## src/rtl/bus_bridge_burst_master.sv

```systemverilog
// Burst-capable UART bus-bridge master.
// Queues UART command words {mode, len, data, addr} in a command FIFO and expands each
// command into len+1 single-beat bus transactions at incrementing (wrapping) addresses.
// Read data goes into a response FIFO that drains to UART TX. Each beat has a timeout.
//   clk, rst            clock, asynchronous active-high reset
//   rx_valid, rx_cmd    command word strobe and payload {mode, len, data, addr}
//   dwdata/daddr/dmode  beat write data, address and mode (1 = write) to master_port
//   dvalid              one-cycle beat request
//   dready, drdata      master_port idle/done handshake and read data
//   tx_data, tx_en      byte to UART TX and its one-cycle send strobe
//   tx_busy             UART TX busy
//   clr_status          clears the sticky overflow / timeout_err flags
//   busy, cmd_count     activity indication and command FIFO occupancy
//   overflow            sticky: a command word was dropped
//   timeout_err         sticky: a beat timed out
module bus_bridge_burst_master #(
  parameter int unsigned DATA_WIDTH     = 8,
  parameter int unsigned BB_ADDR_WIDTH  = 12,
  parameter int unsigned LEN_WIDTH      = 4,
  parameter int unsigned CMD_DEPTH      = 8,
  parameter int unsigned RSP_DEPTH      = 16,
  parameter int unsigned TIMEOUT_CYCLES = 1024,
  parameter logic [DATA_WIDTH-1:0] ERR_DATA = 8'hEE
) (
  input  logic                                           clk,
  input  logic                                           rst,
  input  logic                                           rx_valid,
  input  logic [1+LEN_WIDTH+DATA_WIDTH+BB_ADDR_WIDTH-1:0] rx_cmd,
  output logic [DATA_WIDTH-1:0]                          dwdata,
  output logic [BB_ADDR_WIDTH-1:0]                       daddr,
  output logic                                           dmode,
  output logic                                           dvalid,
  input  logic                                           dready,
  input  logic [DATA_WIDTH-1:0]                          drdata,
  output logic [DATA_WIDTH-1:0]                          tx_data,
  output logic                                           tx_en,
  input  logic                                           tx_busy,
  input  logic                                           clr_status,
  output logic                                           busy,
  output logic [$clog2(CMD_DEPTH):0]                     cmd_count,
  output logic                                           overflow,
  output logic                                           timeout_err
);

  localparam int unsigned CMD_W  = 1 + LEN_WIDTH + DATA_WIDTH + BB_ADDR_WIDTH;
  localparam int unsigned CMD_AW = $clog2(CMD_DEPTH);
  localparam int unsigned RSP_AW = $clog2(RSP_DEPTH);
  localparam int unsigned TMR_W  = $clog2(TIMEOUT_CYCLES + 1);

  typedef enum logic [1:0] {StIdle, StIssue, StWait} state_e;
  typedef enum logic [1:0] {TxIdle, TxGuard, TxWait} tx_state_e;

  state_e    state;
  tx_state_e tx_state;

  // Command FIFO
  logic [CMD_W-1:0]  cmd_mem [CMD_DEPTH];
  logic [CMD_AW-1:0] cmd_wptr, cmd_rptr;
  logic              cmd_full, cmd_push, cmd_pop;
  logic [CMD_W-1:0]  head;

  assign cmd_full = (cmd_count == (CMD_AW + 1)'(CMD_DEPTH));
  assign cmd_push = rx_valid && !cmd_full;
  assign cmd_pop  = (state == StIdle) && (cmd_count != '0);
  assign head     = cmd_mem[cmd_rptr];

  always_ff @(posedge clk) begin
    if (cmd_push) cmd_mem[cmd_wptr] <= rx_cmd;
  end

  always_ff @(posedge clk or posedge rst) begin
    if (rst) begin
      cmd_wptr  <= '0;
      cmd_rptr  <= '0;
      cmd_count <= '0;
    end else begin
      if (cmd_push) cmd_wptr <= cmd_wptr + CMD_AW'(1);
      if (cmd_pop)  cmd_rptr <= cmd_rptr + CMD_AW'(1);
      if (cmd_push && !cmd_pop)      cmd_count <= cmd_count + (CMD_AW + 1)'(1);
      else if (!cmd_push && cmd_pop) cmd_count <= cmd_count - (CMD_AW + 1)'(1);
    end
  end

  // Response FIFO
  logic [DATA_WIDTH-1:0] rsp_mem [RSP_DEPTH];
  logic [RSP_AW-1:0]     rsp_wptr, rsp_rptr;
  logic [RSP_AW:0]       rsp_count;
  logic                  rsp_push, rsp_pop;
  logic [DATA_WIDTH-1:0] rsp_wdata;

  // Beat control
  logic [LEN_WIDTH-1:0] beats_left;
  logic                 seen_low;
  logic [TMR_W-1:0]     tmr;
  logic                 tmr_last, beat_done, beat_timeout;

  // A read beat may only start while the response FIFO has room for its byte; only one
  // beat is ever outstanding, so one free entry is enough.
  assign dvalid       = (state == StIssue) && dready &&
                        (dmode || (rsp_count != (RSP_AW + 1)'(RSP_DEPTH)));
  assign tmr_last     = (tmr == TMR_W'(TIMEOUT_CYCLES - 1));
  assign beat_done    = (state == StWait) && dready && seen_low;
  assign beat_timeout = (state == StWait) && !beat_done && tmr_last;
  assign rsp_push     = !dmode && (beat_done || beat_timeout);
  assign rsp_wdata    = beat_timeout ? ERR_DATA : drdata;
  assign rsp_pop      = (tx_state == TxIdle) && (rsp_count != '0) && !tx_busy;
  assign busy         = (state != StIdle) || (cmd_count != '0);

  always_ff @(posedge clk) begin
    if (rsp_push) rsp_mem[rsp_wptr] <= rsp_wdata;
  end

  always_ff @(posedge clk or posedge rst) begin
    if (rst) begin
      rsp_wptr  <= '0;
      rsp_rptr  <= '0;
      rsp_count <= '0;
    end else begin
      if (rsp_push) rsp_wptr <= rsp_wptr + RSP_AW'(1);
      if (rsp_pop)  rsp_rptr <= rsp_rptr + RSP_AW'(1);
      if (rsp_push && !rsp_pop)      rsp_count <= rsp_count + (RSP_AW + 1)'(1);
      else if (!rsp_push && rsp_pop) rsp_count <= rsp_count - (RSP_AW + 1)'(1);
    end
  end

  // Burst FSM. daddr doubles as the running beat address.
  always_ff @(posedge clk or posedge rst) begin
    if (rst) begin
      state      <= StIdle;
      dmode      <= 1'b0;
      dwdata     <= '0;
      daddr      <= '0;
      beats_left <= '0;
      seen_low   <= 1'b0;
      tmr        <= '0;
    end else begin
      unique case (state)
        StIdle: begin
          if (cmd_pop) begin
            dmode      <= head[CMD_W-1];
            beats_left <= head[CMD_W-2 -: LEN_WIDTH];
            dwdata     <= head[BB_ADDR_WIDTH +: DATA_WIDTH];
            daddr      <= head[BB_ADDR_WIDTH-1:0];
            state      <= StIssue;
          end
        end
        StIssue: begin
          if (dvalid) begin
            seen_low <= 1'b0;
            tmr      <= '0;
            state    <= StWait;
          end
        end
        StWait: begin
          if (!dready) seen_low <= 1'b1;
          if (beat_done) begin
            if (beats_left == '0) begin
              state <= StIdle;
            end else begin
              daddr      <= daddr + BB_ADDR_WIDTH'(1);
              beats_left <= beats_left - LEN_WIDTH'(1);
              state      <= StIssue;
            end
          end else if (tmr_last) begin
            state <= StIdle;  // abandon the rest of the burst
          end else begin
            tmr <= tmr + TMR_W'(1);
          end
        end
        default: state <= StIdle;
      endcase
    end
  end

  // TX drain FSM; the guard cycle covers UART TX not yet reporting busy.
  always_ff @(posedge clk or posedge rst) begin
    if (rst) begin
      tx_state <= TxIdle;
      tx_en    <= 1'b0;
      tx_data  <= '0;
    end else begin
      tx_en <= 1'b0;
      unique case (tx_state)
        TxIdle: begin
          if (rsp_pop) begin
            tx_en    <= 1'b1;
            tx_data  <= rsp_mem[rsp_rptr];
            tx_state <= TxGuard;
          end
        end
        TxGuard: tx_state <= TxWait;
        TxWait:  if (!tx_busy) tx_state <= TxIdle;
        default: tx_state <= TxIdle;
      endcase
    end
  end

  // Sticky status: a set event wins over a simultaneous clear.
  always_ff @(posedge clk or posedge rst) begin
    if (rst) begin
      overflow    <= 1'b0;
      timeout_err <= 1'b0;
    end else begin
      if (rx_valid && cmd_full) overflow <= 1'b1;
      else if (clr_status)      overflow <= 1'b0;
      if (beat_timeout)         timeout_err <= 1'b1;
      else if (clr_status)      timeout_err <= 1'b0;
    end
  end

endmodule

```

## config.mk

```make
export PLATFORM = sky130hd
export DESIGN_NAME = bus_bridge_burst_master
export DESIGN_NICKNAME = d
export VERILOG_FILES = /design/src/rtl/bus_bridge_burst_master.sv
export SDC_FILE = /design/constraint.sdc
export NUM_CORES = 1
export LEC_CHECK = 0
export BUFFER_PORTS_ARGS = -buffer_cell sky130_fd_sc_hd__buf_2
export CORE_ASPECT_RATIO = 1.5
export CORE_MARGIN = 8
export CORE_UTILIZATION = 60
export DETAILED_ROUTE_END_ITERATION = 10
export PLACE_DENSITY = 0.78
export SETUP_SLACK_MARGIN = 0.5
export SLEW_MARGIN = 20
export SYNTH_ARGS = -nofsm -noshare
export SYNTH_HDL_FRONTEND = slang
export SYNTH_SLANG_ARGS = --single-unit
export TNS_END_PERCENT = 50
```

## constraint.sdc

```tcl
create_clock -name clk -period 5.84 [get_ports clk]
set_clock_uncertainty 0.15 [all_clocks]
set_input_delay 1.168 -clock clk [delete_from_list [all_inputs] [get_ports clk]]
set_output_delay 1.168 -clock clk [all_outputs]
set_load 0.05 [all_outputs]
```

==> flow_summary_export.csv <==
group,metric,value,unit
status,outcome,"finished, final reports clean",
sta,fmax,257,MHz
sta,worst_slack,1950,ps
drt,vias,8288,
finish,finalInstanceArea,18200,um2
die,rows,74,
grt,overflow,0,
drt,drc,0,
setup_path,r2r_end,"rsp_count[4]$_DFFE_PP0P_",
setup_path,critPathTopFamily,"simple AND/OR/NAND/NOR gates",
synthesis,yosysUniqueCellTypes,66,
die,fp.dieH,218,um
grt,grt_pass1_wl,49.8,mm
hold_path,min_to,"dwdata[3]$_DFFE_PP0P_",
die,die_x,151,um
finish,syn2layout_area_growth,11.5,%
cts,cts.clk_slew.worst_paths,70,ps
setup_path,reg2reg_depth,9,
cts,cts_sinks,403,
setup_path,cp_max_fo,8,
die,ioPinCount,77,
placement,dp_hpwl,19.8,mm
synthesis,synth_nets,953,
placement,place_area,17100,um2
cts,cts_max_level,2,
setup_path,critPathKind,"reg -> out",
power_and_ir_drop,netSwitchingFraction,34.0,%
setup_path,r2r-start,"rsp_count[0]$_DFFE_PP0P_",
die,coreArea,27000,um2
synthesis,synthAdderAreaFrac,1.55,%
grt,grt_max_degree,53,
setup_path,path_buf_inv,2,
setup_path,cpPeakStageDelay,750,ps
cts,postCtsSetupBuffers,0,
drt,wirelength,32.0,mm
power_and_ir_drop,clkPwrFrac,24.4,%
power_and_ir_drop,seq_power_share,43.6,%
placement,pre_cts_slack,2160,ps
sta,min_period,3890,ps
finish,drive_gt1_share,25.9,%
drt,dr.first_iter.drc_count,500,
synthesis,synth_async_sr_flop_share,18.6,%
synthesis,synth_top_family_by_area,"multiplexers",
synthesis,synth_compound_area_share,4.39,%
placement,place_congestion,0.796,
power_and_ir_drop,p_leak,6.34,nW
finish,nNetsFinal,1044,
setup_path,cp_data_required_time,4520,ps
power_and_ir_drop,p_int,5.94,mW
sta,grt_setup_unrepaired,"no",
sta,finalSetupTns,0,ps
synthesis,synthSimpleGateAreaFrac,4.81,%
cts,cts_hold_buf,0,
sta,tightestPinTransition,1100,ps
synthesis,synthCells,895,
sta,max_slew_margin,27.0,%
grt,grtUsageTotal,20.2,%
cts,clock_latency,530,ps
die,start_util,60.4,%
setup_path,end_kind,"output pin",
setup_path,critPathArrivalTime,2570,ps
synthesis,synth_seq_cells,403,
placement,port-buffer-count,76,
sta,setup_viol,0,
power_and_ir_drop,switching_power,3.06,mW
cts,cts_buffers,36,
power_and_ir_drop,power,9.00,mW
hold_path,min_path_cells,2,
drt,dr.pass1.iters,4,
setup_path,cpMaxStageDelayCell,"nor4_1",
power_and_ir_drop,combPwrFrac,32.0,%
hold_path,hp-class,"reg -> reg",
synthesis,yosysWarnings,0,
synthesis,synth_edf_count,328,
sta,period_share,66.6,%
power_and_ir_drop,vdd_drop_max,0.539,mV
cts,cts.path.max_buffers,3,
synthesis,synth_area,16300,um2
finish,final_common_cell,"edfxtp_1",
finish,final_cell_mix,"edfxtp_1, mux4_2, buf_2",
drt,routedWlPerCell,23.6,um
grt,antenna_found_initial,3,
setup_path,ff2ff_setup_slack,2180,ps
grt,grt_pass1_vias,8706,
synthesis,synth_xor_area_share,0.912,%
synthesis,synth_ff_type,"edfxtp_1",
power_and_ir_drop,pwr_density_cell,494,nW/um2
cts,cts_root_buffer,"clkbuf_16",
run,drv_cap,0,
sta,slew_viol_final,0,
drt,via_per_inst,6.10,
drt,drtAntennaViolNets,0,
sta,hold_viol_final,0,
cts,cts_tree,"built",
synthesis,avgSynthCellArea,18.2,um2
cts,ctsResizeCount,0,
die,dieArea,32900,um2
setup_path,path_cells,"nor4_1 -> a311o_1 -> inv_1 -> buf_2",
synthesis,ys_seq_area_share,71.8,%
synthesis,yosys-mux-area-fraction,14.3,%
setup_path,crit_path_start_kind,"register",
hold_path,min_from,"dwdata[3]$_DFFE_PP0P_",
final cells by class:
cell class                 count  area, um2
antenna                        2       5.00
clock buffer                  47        983
clock inverter                19        109
fill                        1782       8830
inverter                      30        114
multi-input combinational    420       4290
sequential                   403      11700
tap                          342        428
timing repair buffer          95        543
Yosys cell counts, drive strengths merged (2+ instances only):
cell / number / share of area, %
o31ai: 9 / 0.50
nand2: 45 / 1.0
clkbuf: 12 / 0.28
mux4: 82 / 11
a22o: 3 / 0.16
nand4: 4 / 0.19
a21oi: 18 / 0.55
and3: 3 / 0.11
or2: 3 / 0.11
nor3: 16 / 0.49
o211ai: 4 / 0.18
nand2b: 9 / 0.34
nand3: 17 / 0.52
nor2: 21 / 0.48
or3: 2 / 0.077
fa: 2 / 0.25
xnor2: 15 / 0.80
xor2: 2 / 0.11
a31oi: 2 / 0.077
a211oi: 4 / 0.18
buf: 30 / 1.2
mux2: 10 / 0.69
or4: 2 / 0.092
a211o: 3 / 0.16
inv: 30 / 0.69
nand3b: 3 / 0.14
edfxtp: 328 / 60
mux2i: 36 / 2.2
ha: 17 / 1.3
a21o: 3 / 0.14
o22ai: 3 / 0.15
dfrtp: 75 / 11
o21ai: 33 / 1.0
nor3b: 5 / 0.23
a221oi: 4 / 0.21
nor2b: 6 / 0.23
and2: 3 / 0.11
nor4: 9 / 0.38
o311ai: 6 / 0.32
o41ai: 3 / 0.16
worst max path at each step:
stage,from,slack (ps),end,cells after the start
after floorplan,rx_valid,1280,cmd_mem[1][0]$_DFFE_PP_,2
after global placement,tx_busy,2190,rsp_count[4]$_DFFE_PP0P_,9
after detailed placement,tx_busy,2160,rsp_count[4]$_DFFE_PP0P_,9
after CTS,rsp_count[0]$_DFFE_PP0P_,1910,dvalid,4
after global routing,rsp_count[0]$_DFFE_PP0P_,1850,dvalid,4
final,rsp_count[0]$_DFFE_PP0P_,1950,dvalid,4
per-layer routing:
layer,up-vias,global-route usage (%),part of all wire [%]
met5,-,0,0.038
met2,215,37.0,55
met4,2,6.75,2.5
met1,4264,23.4,37
met3,55,3.47,4.6
li1,3752,-,-
flip-flops by register name (all words and copies together) (netlist names), 4 cells and up:
register and flops:
cmd_count 4, daddr 12, rsp_mem 128, tmr 11
tx_data 8, cmd_mem 200, dwdata 8, rsp_count 5
beats_left 4, rsp_rptr 4, rsp_wptr 4
power by group through the flow:
stage	sequential (mW)	clock, mW	combinational, mW
after detailed placement	4.04	0	2.83
after CTS	3.99	2.25	2.85
after global routing	3.97	2.35	3.11
after floorplan	4.22	0	1.94
after global placement	4.02	0	2.79
final	3.92	2.19	2.88
worst register-to-register path, delay by kind of cell (launching register included):
family                   cells  cell delay [ps]
adder cells (fa/ha/maj)      2              710
XOR/XNOR                     1              130
multiplexers                 1              240
AND/OR/NAND/NOR              1              750
AO/OA/AOI/OAI                3             1060
flip-flops                   1              450
buffers and inverters        1              110
metrics by stage:
stage	cells	hold slack (ps)	utilization [%]
3_3_place_gp	1289	314	63.1
4_1_cts	1355	337	67.2
6_report	1358	336	67.3
3_5_place_dp	1289	322	63.2
5_1_grt	1356	355	67.3
2_1_floorplan	895	308	-
cell families after synthesis:
family,after synthesis
DFF,403
and+or+nand+nor,152
muxes,128
AOI/OAI and AO/OA,104
buffers and inverters,72
adders and majority gates,19
xor gates and xnor gates,17
Power figures use the tool's default switching activity.
